## config.mk

```make
export PLATFORM = sky130hd
export DESIGN_NAME = ex_mem_stage
export DESIGN_NICKNAME = d
export VERILOG_FILES = /design/src/rtl/ex_mem_stage.sv
export SDC_FILE = /design/constraint.sdc
export NUM_CORES = 1
export LEC_CHECK = 0
export ABC_CLOCK_PERIOD_IN_PS = 1100
export BUFFER_PORTS_ARGS = -buffer_cell sky130_fd_sc_hd__clkbuf_2
export CORE_MARGIN = 2
export CORE_UTILIZATION = 39
export DETAILED_ROUTE_END_ITERATION = 7
export GPL_TIMING_DRIVEN = 0
export PLACE_DENSITY = 0.75
export SYNTH_ARGS = -nofsm -noshare
export SYNTH_HDL_FRONTEND = slang
export SYNTH_SLANG_ARGS = --single-unit
```

## constraint.sdc

```tcl
create_clock -name clk -period 1.1 [get_ports clk]
set_input_delay 0.165 -clock clk [delete_from_list [all_inputs] [get_ports clk]]
set_output_delay 0.165 -clock clk [all_outputs]
set_load 0.05 [all_outputs]
```

## src/rtl/ex_mem_stage.sv

```systemverilog
// EX/MEM pipeline register for the 16-bit core.
// Also holds the condition code register {N,C,Z} and its one-entry interrupt shadow.
module ex_mem_stage #(
    parameter int unsigned DATA_W = 16,
    parameter int unsigned REG_AW = 3
) (
    input  logic              clk,
    input  logic              rst,
    input  logic              stall,
    input  logic              flush,
    input  logic              ex_valid,
    input  logic [DATA_W-1:0] alu_out,
    input  logic [2:0]        alu_flag,
    input  logic [2:0]        flag_we,
    input  logic [2:0]        flag_set,
    input  logic [2:0]        flag_clr,
    input  logic [REG_AW-1:0] ex_rd,
    input  logic              ex_reg_write,
    input  logic              ex_mem_read,
    input  logic              ex_mem_write,
    input  logic [DATA_W-1:0] ex_store_data,
    input  logic              int_save,
    input  logic              rti_restore,
    output logic              mem_valid,
    output logic [DATA_W-1:0] mem_alu_out,
    output logic [REG_AW-1:0] mem_rd,
    output logic              mem_reg_write,
    output logic              mem_mem_read,
    output logic              mem_mem_write,
    output logic [DATA_W-1:0] mem_store_data,
    output logic [2:0]        ccr
);

    localparam int unsigned FLAG_W = 3;

    logic              valid_q, valid_d;
    logic [DATA_W-1:0] alu_q, alu_d;
    logic [REG_AW-1:0] rd_q, rd_d;
    logic              reg_write_q, reg_write_d;
    logic              mem_read_q, mem_read_d;
    logic              mem_write_q, mem_write_d;
    logic [DATA_W-1:0] store_q, store_d;
    logic [FLAG_W-1:0] ccr_q, ccr_d;
    logic [FLAG_W-1:0] shadow_q, shadow_d;
    logic              ex_update;

    // Next-state for the pipeline fields, CCR and shadow
    always_comb begin
        valid_d     = valid_q;
        alu_d       = alu_q;
        rd_d        = rd_q;
        reg_write_d = reg_write_q;
        mem_read_d  = mem_read_q;
        mem_write_d = mem_write_q;
        store_d     = store_q;
        ccr_d       = ccr_q;
        shadow_d    = shadow_q;
        ex_update   = ex_valid & ~stall & ~flush;

        if (flush) begin
            // Bubble: kill valid/control, leave data fields untouched
            valid_d     = 1'b0;
            reg_write_d = 1'b0;
            mem_read_d  = 1'b0;
            mem_write_d = 1'b0;
        end else if (!stall) begin
            valid_d     = ex_valid;
            alu_d       = alu_out;
            rd_d        = ex_rd;
            store_d     = ex_store_data;
            reg_write_d = ex_valid & ex_reg_write;
            mem_read_d  = ex_valid & ex_mem_read;
            mem_write_d = ex_valid & ex_mem_write;
        end

        if (ex_update) begin
            for (int unsigned i = 0; i < FLAG_W; i++) begin
                if (flag_set[i]) begin
                    ccr_d[i] = 1'b1;
                end else if (flag_clr[i]) begin
                    ccr_d[i] = 1'b0;
                end else if (flag_we[i]) begin
                    ccr_d[i] = alu_flag[i];
                end
            end
        end

        // Shadow path works through stall/flush; both at once swaps CCR and shadow
        if (rti_restore) begin
            ccr_d = shadow_q;
        end
        if (int_save) begin
            shadow_d = ccr_q;
        end
    end

    always_ff @(posedge clk) begin
        if (rst) begin
            valid_q     <= 1'b0;
            alu_q       <= '0;
            rd_q        <= '0;
            reg_write_q <= 1'b0;
            mem_read_q  <= 1'b0;
            mem_write_q <= 1'b0;
            store_q     <= '0;
            ccr_q       <= '0;
            shadow_q    <= '0;
        end else begin
            valid_q     <= valid_d;
            alu_q       <= alu_d;
            rd_q        <= rd_d;
            reg_write_q <= reg_write_d;
            mem_read_q  <= mem_read_d;
            mem_write_q <= mem_write_d;
            store_q     <= store_d;
            ccr_q       <= ccr_d;
            shadow_q    <= shadow_d;
        end
    end

    assign mem_valid      = valid_q;
    assign mem_alu_out    = alu_q;
    assign mem_rd         = rd_q;
    assign mem_reg_write  = reg_write_q;
    assign mem_mem_read   = mem_read_q;
    assign mem_mem_write  = mem_write_q;
    assign mem_store_data = store_q;
    assign ccr            = ccr_q;

endmodule

```

==> Implementation_results.wiki, run 1 <==
{| class="wikitable"
! Metric !! Value
|-
| Total routing resource utilization after global routing || ~17%
|-
| Arrival @ worst endpoint || ~0.9 ns
|-
| Post-route antenna net violation count || 0
|-
| Count of nets after finishing || ~370
|-
| Area growth, synth to finish || 39.7%
|-
| Initial Util || 39.8%
|-
| Max Buffers Root-to-Sink || 2
|-
| Register-to-Register Setup Slack || roughly 0.17 ns
|-
| Wire length of the first global-routing pass || ~6.9 mm
|-
| Cells on Worst Hold Path || 3
|-
| Top cell types by occurrence after synthesis || nand2_1, dfxtp_1, a21oi_1
|-
| Buffers and inverters on the worst path || 1
|-
| VDD IR max || 0.000659 V
|-
| Number of remaining DRC errors || 0
|-
| Vertical extent of the die || 70.2 um
|-
| Setup WS pre-CTS || -0.230 ns
|-
| Number of iterations in the first detailed-routing pass || 4
|-
| Library cell occupying the most area in the post-synthesis netlist || dfxtp_1
|-
| Setup Skew || between 0.003 and 0.004 ns
|-
| Std cell rows || 24
|-
| Final count of pins violating max slew || 0
|-
| Initial antenna violation count || 0
|-
| Adder-Cell Fraction of Synth Area || 0%
|-
| Highest net fanout along the worst path || 2
|-
| Simple-gate area share of the yosys netlist || about a quarter
|-
| Maximum Capacitance Violations || 0
|-
| Dominant combinational cell family by area after synthesis || simple AND/OR/NAND/NOR gates
|-
| Final estimated routing congestion in global placement || a little over 0.8
|-
| Slew headroom || a little under 70%
|-
| Pleak || between 1 and 1.5 nW
|-
| Crit Reg-Reg Startpoint || shadow_q[2]
|-
| CP Data Required Time || between 0.9 and 1 ns
|-
| Placeable core region || between 4000 and 5000 sq um
|-
| Via count of the first global-routing pass || roughly 1600
|-
| Setup repair after global routing missed its margin || no
|-
| Die width || approximately 70 um
|-
| Clock-pin slew on the worst setup and hold paths || around 0.080 ns
|-
| Yosys Warn Count || 0
|-
| Setup ws final || 0.0311 ns
|-
| Residual overflow from global routing || 0
|-
| Min cycle time layout || about 1.1 ns
|-
| Outcome || complete, no violations
|-
| Multiplexer share of the synthesized area || 3.52%
|-
| Critical path, cell by cell || clkbuf_2
|-
| Number of flip-flops and latches in the synthesized netlist || 45
|-
| Final number of hold-violating endpoints || 0
|-
| Fmax || 0.935 GHz
|-
| TritonCTS clock tree || done
|-
| Cell area after technology mapping || around 1700 sq um
|-
| Classification of the worst-slack hold path || in2reg
|-
| Area of placed instances || 2250 sq um
|-
| Number of sinks on the clock net || 45
|-
| Gate Count Post-Synth || around 210
|-
| Final-report setup violation count || 0
|-
| Share of async-settable or async-resettable flops after synthesis || 0%
|-
| Worst-case reg-to-reg path depth || 3
|-
| Type of element capturing the critical path || output port
|-
| I/O pin total || 99
|-
| Latest clock arrival within the worst-skew pair || roughly 0.29 ns
|-
| Synthesized netlist net count || 264
|-
| Cell with the most instances after synthesis || nand2_1
|-
| Summed area of non-filler cells in the final layout || 2390 sq um
|-
| Worst slew pin tran || between 0.4 and 0.5 ns
|-
| Avg WL per Cell || between 10 and 15 um
|-
| Die outline area || 4920 sq um
|-
| Root buf cell || clkbuf_8
|-
| Sequential area share after synthesis || around 53%
|-
| Overall via count from detail_route || between 1500 and 2000
|-
| Final period utilization || ~97%
|-
| Fraction of layout instances using a drive strength above 1 || between 30% and 40%
|-
| Violation count after the first detailed-route iteration || approximately 80
|-
| Top cells by area, synth || dfxtp_1, nand2_1, a21oi_1
|-
| Port-buffer cells || 96
|-
| Number of different library cells in the post-synthesis netlist || 25
|-
| PwrDens || roughly 1400 nW/um^2
|-
| Primary FF master, synth || dfxtp_1
|-
| TritonCTS Buffers || 5
|-
| Worst hold-check slack || 0.0850 ns
|-
| Reg-to-reg critical path endpoint || ccr[2]
|-
| Cell at the slowest stage of the critical path || dfxtp_1
|-
| Critical path's top delay family || flip-flops
|-
| Crit path kind || reg2out
|-
| Compound-cell area share of the yosys netlist || 14.8%
|-
| Setup fix buffers added after clock tree synthesis || 0
|-
| Endpoint, Worst Hold || mem_store_data[2]
|-
| Fraction of post-synthesis cell area in the top cell type by area || 52.7%
|-
| H-tree depth || 2
|-
| DPL Wire Length || ~3.1 mm
|-
| Antenna cells || 0
|-
| Startpoint of the worst hold path || ex_store_data[2]
|-
| Number of enable flip-flop cells after synthesis || 0
|-
| Post-synthesis area per instance || a little over 8 sq um
|-
| Critical path's largest stage delay || 0.34 ns
|-
| Post-DR vias/cell || 4.67
|-
| Pin count of the biggest net entering global routing || 14
|-
| Share of the synthesized netlist area taken by xor and xnor gates || 0%
|-
| WL final || roughly 4.1 mm
|-
| Kind of start point of the critical path || flop
|}
==> worst reg2reg max path, cell delays in order (launching register included) <==
cell and delay [ns]:
dfxtp_1 0.36, inv_1 0.05, a221o_2 0.34, mux2i_1 0.11
==> layout by cell type, fill, tap and decap left out, types with 4 or more instances in the layout <==
cell type	n
a21oi_1	36
buf_2	25
buf_4	5
clkbuf_1	6
clkbuf_2	62
clkbuf_4	13
clkbuf_8	6
dfxtp_1	44
mux2i_1	6
nand2_1	70
nand2b_1	6
nor2_1	6
nor3_1	4
==> where the power goes <==
group / switching, mW / leakage (nW) / internal, mW
Combinational: 0.437 / 0.706 / 0.225
Clock: 0.529 / 0.0385 / 0.450
Sequential: 0.0389 / 0.368 / 1.70
==> stage by stage <==
step	total power [mW]	setup TNS (ns)	util (%)	std cells
after floorplan	2.21	0	-	207
after global placement	2.42	-8.36	52.5	355
after detailed placement	2.43	-7.87	52.5	355
after CTS	3.42	0	54.7	363
after global routing	3.57	0	55.6	363
final	3.38	0	55.6	363
==> cells by family after synthesis <==
kind of cell,after synthesis
buffers and inverters,18
AOI/OAI and AO/OA,45
muxes,6
DFF,45
and+or+nand+nor,93
==> area by class of cell <==
type,instances,area (sq um)
Fill cell,420,1910
Sequential cell,45,902
Multi-Input combinational cell,144,713
Timing Repair Buffer,96,527
Buffer,15,83.8
Clock buffer,7,76.3
Tap cell,52,65.1
Inverter,3,11.3
Clock inverter,1,7.51
==> flip-flops by register name, indices dropped and copies added, names as in the netlist, 3 cells and up <==
name            cells
shadow_q            3
ccr                 3
mem_alu_out        16
mem_store_data     16
mem_rd              3
==> per-layer routing <==
metal | track usage [%] | part of all wire [%] | wire length, um | vias up
li1 | - | - | - | 880
met3 | 5.05 | 6.9 | 282 | 9
met5 | 0 | 0 | 0 | -
met1 | 21.8 | 43 | 1750 | 745
met4 | 6.41 | 2.2 | 90 | 0
met2 | 28.5 | 48 | 1990 | 63
==> repair_timing <==
| item | in CTS | in global routing |
|---|---|---|
| setup endpoints to repair | 3 | 38 |
| hold buffers | 0 | 0 |
| gates resized for setup | 4 | 50 |
==> worst max-delay path by stage <==
stage / from / end / slack, ns / depth (start not counted)
5_1_grt: mem_reg_write / mem_reg_write / 0.0002 / 1
2_1_floorplan: rti_restore / ccr[1] / 0.01 / 4
6_report: mem_reg_write / mem_reg_write / 0.03 / 1
3_5_place_dp: rst / mem_valid / -0.23 / 4
4_1_cts: mem_store_data[12] / mem_store_data[12] / 0.002 / 1
3_3_place_gp: rst / mem_reg_write / -0.25 / 4
(Power assumes the default switching activity.)
==> run 2, diff against run 1 <==
==> constraint.sdc (replaced) <==
create_clock -name clk -period 1.1 [get_ports clk]
set_input_delay 0 -clock clk [delete_from_list [all_inputs] [get_ports clk]]
set_output_delay 0 -clock clk [all_outputs]
set_load 0.05 [all_outputs]
==> Implementation_results.wiki, run 2 (same netlist as run 1, synthesis figures left out) <==
{| class="wikitable"
! Metric !! Value
|-
| Outcome || complete, no violations
|-
| Worst slew pin tran || 0.468 ns (+0.00569 ns)
|-
| Highest net fanout along the worst path || 3 (+1)
|-
| Area growth, synth to finish || 60.3%
|-
| VDD IR max || 0.000683 V (+3.6%)
|-
| Resized Gates After CTS || 0 (-4)
|-
| Setup repair after global routing missed its margin || no
|-
| Setup ws final || 0.126 ns (+0.0947 ns)
|-
| Root buf cell || clkbuf_8
|-
| Fraction of layout instances using a drive strength above 1 || 33.3% (-4.9 points)
|-
| Summed area of non-filler cells in the final layout || 2740 sq um (+15%)
|-
| Count of nets after finishing || 407 (+11%)
|-
| Commonest non-fill, non-tap cell in the layout || clkbuf_2
|-
| Maximum Capacitance Violations || 0 (unchanged)
|-
| Cell at the slowest stage of the critical path || dfxtp_1
|-
| Crit path kind || reg2out
|-
| Final period utilization || 88.6% (-8.6 points)
|-
| Antenna cells || 0 (unchanged)
|-
| TritonCTS clock tree || done
|-
| Arrival @ worst endpoint || 0.97 ns (+0.07 ns)
|-
| DPL Wire Length || 3.12 mm (unchanged)
|-
| Die width || 70.2 um (unchanged)
|-
| Min cycle time layout || 0.974 ns (-0.0947 ns)
|-
| Final Non-Filler Cells || 403 (+11%)
|-
| Initial antenna violation count || 0 (unchanged)
|-
| Pleak || 1.25 nW (+13%)
|-
| Max Buffers Root-to-Sink || 2 (unchanged)
|-
| Post-DR vias/cell || 4.58 (-2.0%)
|-
| Number of remaining DRC errors || 0 (unchanged)
|-
| Final estimated routing congestion in global placement || 0.818 (unchanged)
|-
| Std cell rows || 24 (unchanged)
|-
| Via count of the first global-routing pass || 1804 (+14%)
|-
| Type of element capturing the critical path || output port
|-
| Critical path's largest stage delay || 0.38 ns (+0.04 ns)
|-
| Overall Power || 3.49 mW (+3.0%)
|-
| Placeable core region || 4290 sq um (unchanged)
|-
| Final-report setup violation count || 0 (unchanged)
|-
| Area of placed instances || 2250 sq um (unchanged)
|-
| Final core utilization || 63.8% (+8.2 points)
|-
| Port-buffer cells || 96 (unchanged)
|-
| Final number of hold-violating endpoints || 0 (unchanged)
|-
| Clock-pin slew on the worst setup and hold paths || 0.08 ns (about the same)
|-
| Setup fix buffers added after clock tree synthesis || 0 (unchanged)
|-
| Setup WS pre-CTS || -0.0646 ns (+0.165 ns)
|-
| Avg WL per Cell || 11.5 um (+1.7%)
|-
| H-tree depth || 2 (unchanged)
|-
| # placed instances || 355 (unchanged)
|-
| Overall via count from detail_route || 1846 (+8.8%)
|-
| Critical path, cell by cell || clkbuf_2
|-
| Buffers and inverters on the worst path || 1 (unchanged)
|-
| Slew headroom || 68.8% (-0.38 points)
|-
| Kind of start point of the critical path || flop
|-
| WL final || 4.64 mm (+13%)
|-
| Most frequent cells in the layout || clkbuf_2, nand2_1, dfxtp_1
|-
| Pin count of the biggest net entering global routing || 14 (unchanged)
|-
| Violation count after the first detailed-route iteration || 85 (+7.6%)
|-
| Wire length of the first global-routing pass || 7.92 mm (+15%)
|-
| Post-route antenna net violation count || 0 (unchanged)
|-
| Critical path's top delay family || flip-flops
|-
| Latest clock arrival within the worst-skew pair || 0.29 ns (about the same)
|-
| TritonCTS Buffers || 5 (unchanged)
|-
| Number of iterations in the first detailed-routing pass || 4 (unchanged)
|-
| Die outline area || 4920 sq um (unchanged)
|-
| Classification of the worst-slack hold path || in2reg
|-
| I/O pin total || 99 (unchanged)
|-
| Setup Skew || 0.00386 ns (+0.000585 ns)
|-
| Fmax || 1.03 GHz (+9.7%)
|-
| Initial Util || 39.8% (unchanged)
|-
| Residual overflow from global routing || 0 (unchanged)
|-
| Number of sinks on the clock net || 45 (unchanged)
|-
| CTS hold repair buffers || 40 (+40)
|-
| PwrDens || 1270 nW/um^2 (-10%)
|-
| Final count of pins violating max slew || 0 (unchanged)
|-
| CP Data Required Time || 1.10 ns (+0.16 ns)
|-
| Total routing resource utilization after global routing || 19.8% (+2.4 points)
|-
| Vertical extent of the die || 70.2 um (unchanged)
|}
[run 2: cell types whose count changed in the layout (fill, tap and decap cells not counted)]
cell,delta
clkbuf_2,+35
dlygate4sd3_1,+40
buf_1,+1
clkbuf_8,-1
dfxtp_1,+1
dfxtp_2,-1
buf_4,-2
buf_2,-20
clkbuf_4,-13
[run 2: final cells by class]
type | count | area, sq um
Buffer | 15 | 82.6
Inverter | 3 | 11.3
Tap cell | 52 | 65.1
Fill cell | 375 | 1560
Timing Repair Buffer | 136 | 881
Clock buffer | 7 | 76.3
Clock inverter | 1 | 7.51
Sequential cell | 45 | 901
Multi-Input combinational cell | 144 | 713
[run 2: layer usage]
metal | track usage [%] | wire [um]
met1 | 23.6 | 1920
met2 | 34.6 | 2380
met3 | 5.19 | 257
met4 | 6.41 | 89
met5 | 0 | 0
[run 2: stage by stage]
stage,setup TNS [ns],hold WS (ns)
after floorplan,0,0.136
after global placement,-1.48,0.224
after detailed placement,-0.939,0.229
after CTS,0,0.00945
after global routing,0,0.0385
final,0,0.0233
[run 2: worst paths after layout]
check | cells past startpoint | slack (ns) | from | to
setup / recovery | 1 | 0.13 | ccr[0] | ccr[0]
hold / removal | 3 | 0.02 | int_save | shadow_q[2]
setup reg to reg | 3 | 0.15 | shadow_q[2] | ccr[2]
hold reg to reg | 2 | 0.46 | mem_store_data[13] | mem_store_data[13]
[run 2: power by group]
group          internal, mW  switching, mW  leakage (nW)
sequential             1.70         0.0409         0.368
clock                 0.450          0.533        0.0385
combinational         0.298          0.462         0.847
total                  2.45           1.04          1.25
==> run 3, diff against run 2 <==
RECOVER_POWER = 50   (was not set)
==> Implementation_results.wiki, run 3 (same netlist as run 1, synthesis figures left out) <==
{| class="wikitable"
! Metric !! Value
|-
| Outcome || complete, no violations
|-
| CP Data Required Time || 1.10 ns (about the same)
|-
| PwrDens || 1270 nW/um^2 (about the same)
|-
| Slew headroom || 68.8% (about the same)
|-
| Worst hold-check slack || 0.0233 ns (-0.0000124 ns)
|-
| Area taken by flip-flops and latches || 901 sq um (unchanged)
|-
| Total routing resource utilization after global routing || 19.8% (unchanged)
|-
| Overall Power || 3.48 mW (about the same)
|-
| Final number of hold-violating endpoints || 0 (unchanged)
|-
| Violation count after the first detailed-route iteration || 89 (+4.7%)
|-
| Critical path's largest stage delay || 0.38 ns (about the same)
|-
| WL final || 4.65 mm (+0.15%)
|-
| Cell at the slowest stage of the critical path || dfxtp_1
|-
| Multi-input logic area || 713 sq um (unchanged)
|-
| Post-DR vias/cell || 4.59 (+0.11%)
|-
| Final period utilization || 88.6% (about the same)
|-
| Fmax || 1.03 GHz (about the same)
|-
| Antenna cells || 0 (unchanged)
|-
| Latest clock arrival within the worst-skew pair || 0.29 ns (about the same)
|-
| Type of element capturing the critical path || output port
|-
| Die outline area || 4920 sq um (unchanged)
|-
| Number of remaining DRC errors || 0 (unchanged)
|-
| Startpoint of the worst hold path || int_save
|-
| Worst-case reg-to-reg path depth || 3 (unchanged)
|-
| Critical path, cell by cell || clkbuf_2
|-
| Most frequent cells in the layout || clkbuf_2, nand2_1, dfxtp_1
|-
| Via count of the first global-routing pass || 1804 (unchanged)
|-
| H-tree depth || 2 (unchanged)
|-
| Residual overflow from global routing || 0 (unchanged)
|-
| Min cycle time layout || 0.974 ns (-0.0000350 ns)
|-
| Worst slew pin tran || 0.469 ns (+0.000300 ns)
|-
| TritonCTS clock tree || done
|-
| Layout filler cell count || 377 (+0.53%)
|-
| Wire length of the first global-routing pass || 7.92 mm (unchanged)
|-
| DPL Wire Length || 3.12 mm (unchanged)
|-
| Cells on Worst Hold Path || 3 (unchanged)
|-
| Max Buffers Root-to-Sink || 2 (unchanged)
|-
| Post-route antenna net violation count || 0 (unchanged)
|-
| VDD IR max || 0.000683 V (about the same)
|-
| Register-to-Register Setup Slack || 0.15 ns (about the same)
|-
| Setup Skew || 0.00377 ns (-0.0000896 ns)
|-
| Pleak || 1.25 nW (-0.47%)
|-
| Initial antenna violation count || 0 (unchanged)
|-
| Kind of start point of the critical path || flop
|-
| Vertical extent of the die || 70.2 um (unchanged)
|-
| Fraction of layout instances using a drive strength above 1 || 32.8% (-0.57 points)
|-
| Die width || 70.2 um (unchanged)
|-
| Reg-to-reg critical path endpoint || ccr[2]
|-
| Commonest non-fill, non-tap cell in the layout || clkbuf_2
|-
| Setup repair after global routing missed its margin || no
|-
| Number of sinks on the clock net || 45 (unchanged)
|-
| Area growth, synth to finish || 60.1% (about the same)
|-
| Avg WL per Cell || 11.5 um (+0.15%)
|-
| Highest net fanout along the worst path || 3 (unchanged)
|-
| Std cell rows || 24 (unchanged)
|-
| I/O pin total || 99 (unchanged)
|-
| Pin count of the biggest net entering global routing || 14 (unchanged)
|-
| Maximum Capacitance Violations || 0 (unchanged)
|-
| Clock-pin slew on the worst setup and hold paths || 0.08 ns (about the same)
|-
| Overall via count from detail_route || 1848 (+0.11%)
|-
| Initial Util || 39.8% (unchanged)
|-
| Endpoint, Worst Hold || shadow_q[2]
|-
| TritonCTS Buffers || 5 (unchanged)
|-
| Number of iterations in the first detailed-routing pass || 4 (unchanged)
|-
| Buffers and inverters on the worst path || 1 (unchanged)
|-
| Arrival @ worst endpoint || 0.97 ns (about the same)
|-
| Final estimated routing congestion in global placement || 0.818 (unchanged)
|-
| Crit Reg-Reg Startpoint || shadow_q[2]
|-
| Classification of the worst-slack hold path || in2reg
|-
| Final count of pins violating max slew || 0 (unchanged)
|-
| Port-buffer cells || 96 (unchanged)
|-
| Count of nets after finishing || 407 (unchanged)
|-
| Final-report setup violation count || 0 (unchanged)
|-
| Critical path's top delay family || flip-flops
|-
| Crit path kind || reg2out
|-
| Resized Gates After CTS || 0 (unchanged)
|-
| Placeable core region || 4290 sq um (unchanged)
|-
| Root buf cell || clkbuf_8
|}
==> run 3: cell count changes in the layout (fill, tap and decap cells not counted), sizes merged <==
cell | previous run | this run
clkbuf | 108 | 109
buf | 10 | 9
==> run 3: routing by layer <==
layer	part of all wire (%)	vias to the layer above	track usage, %
met5	0	-	0
met4	1.9	0	6.41
met3	5.5	9	5.19
met2	51	63	34.6
met1	41	815	23.6
li1	-	961	-
==> run 3: area by class of cell <==
| type | instances | area share (%) |
|---|---|---|
| Tap cell | 52 | 2.38 |
| Buffer | 15 | 2.97 |
| Clock inverter | 1 | 0.274 |
| Clock buffer | 7 | 2.79 |
| Timing Repair Buffer | 136 | 32.2 |
| Sequential cell | 45 | 32.9 |
| Inverter | 3 | 0.412 |
| Multi-Input combinational cell | 144 | 26.1 |
==> run 3: how the worst max path moves through the flow <==
stage	end	from	slack [ns]	cells after the start
floorplan	mem_mem_write	mem_mem_write	0.13	2
global placement	mem_reg_write	rst	-0.09	4
detailed placement	mem_valid	rst	-0.06	4
CTS	ccr[0]	ccr[0]	0.12	1
global route	ccr[0]	ccr[0]	0.08	1
finish	ccr[0]	ccr[0]	0.13	1
==> run 3: timing repair <==
item | CTS | global route
hold buffers | 40 | 0
setup buffers | 0 | 0
hold endpoints to repair | 40 | 0
==> run 3: report_power, final <==
| group | internal [mW] | switching, mW | total [mW] | leakage [nW] |
|---|---|---|---|---|
| Combinational | 0.297 | 0.462 | 0.758 | 0.841 |
| Clock | 0.450 | 0.533 | 0.983 | 0.0385 |
| Sequential | 1.70 | 0.0409 | 1.74 | 0.368 |
==> run 3: worst min-delay path, delay by kind of cell <==
kind          cells  cell delay (ns)
buf+inv           1             0.13
mux               1             0.08
simple gates      1             0.07
==> run 3: stage by stage <==
step	worst slack, ns	utilization [%]	std cells	setup TNS [ns]	instance area (sq um)
6_report	0.126	63.7	403	0	2740
5_1_grt	0.0847	63.7	403	0	2740
4_1_cts	0.117	63.8	403	0	2740
3_5_place_dp	-0.0646	52.5	355	-0.939	2250
3_3_place_gp	-0.0859	52.5	355	-1.48	2250
2_1_floorplan	0.133	-	207	0	1710
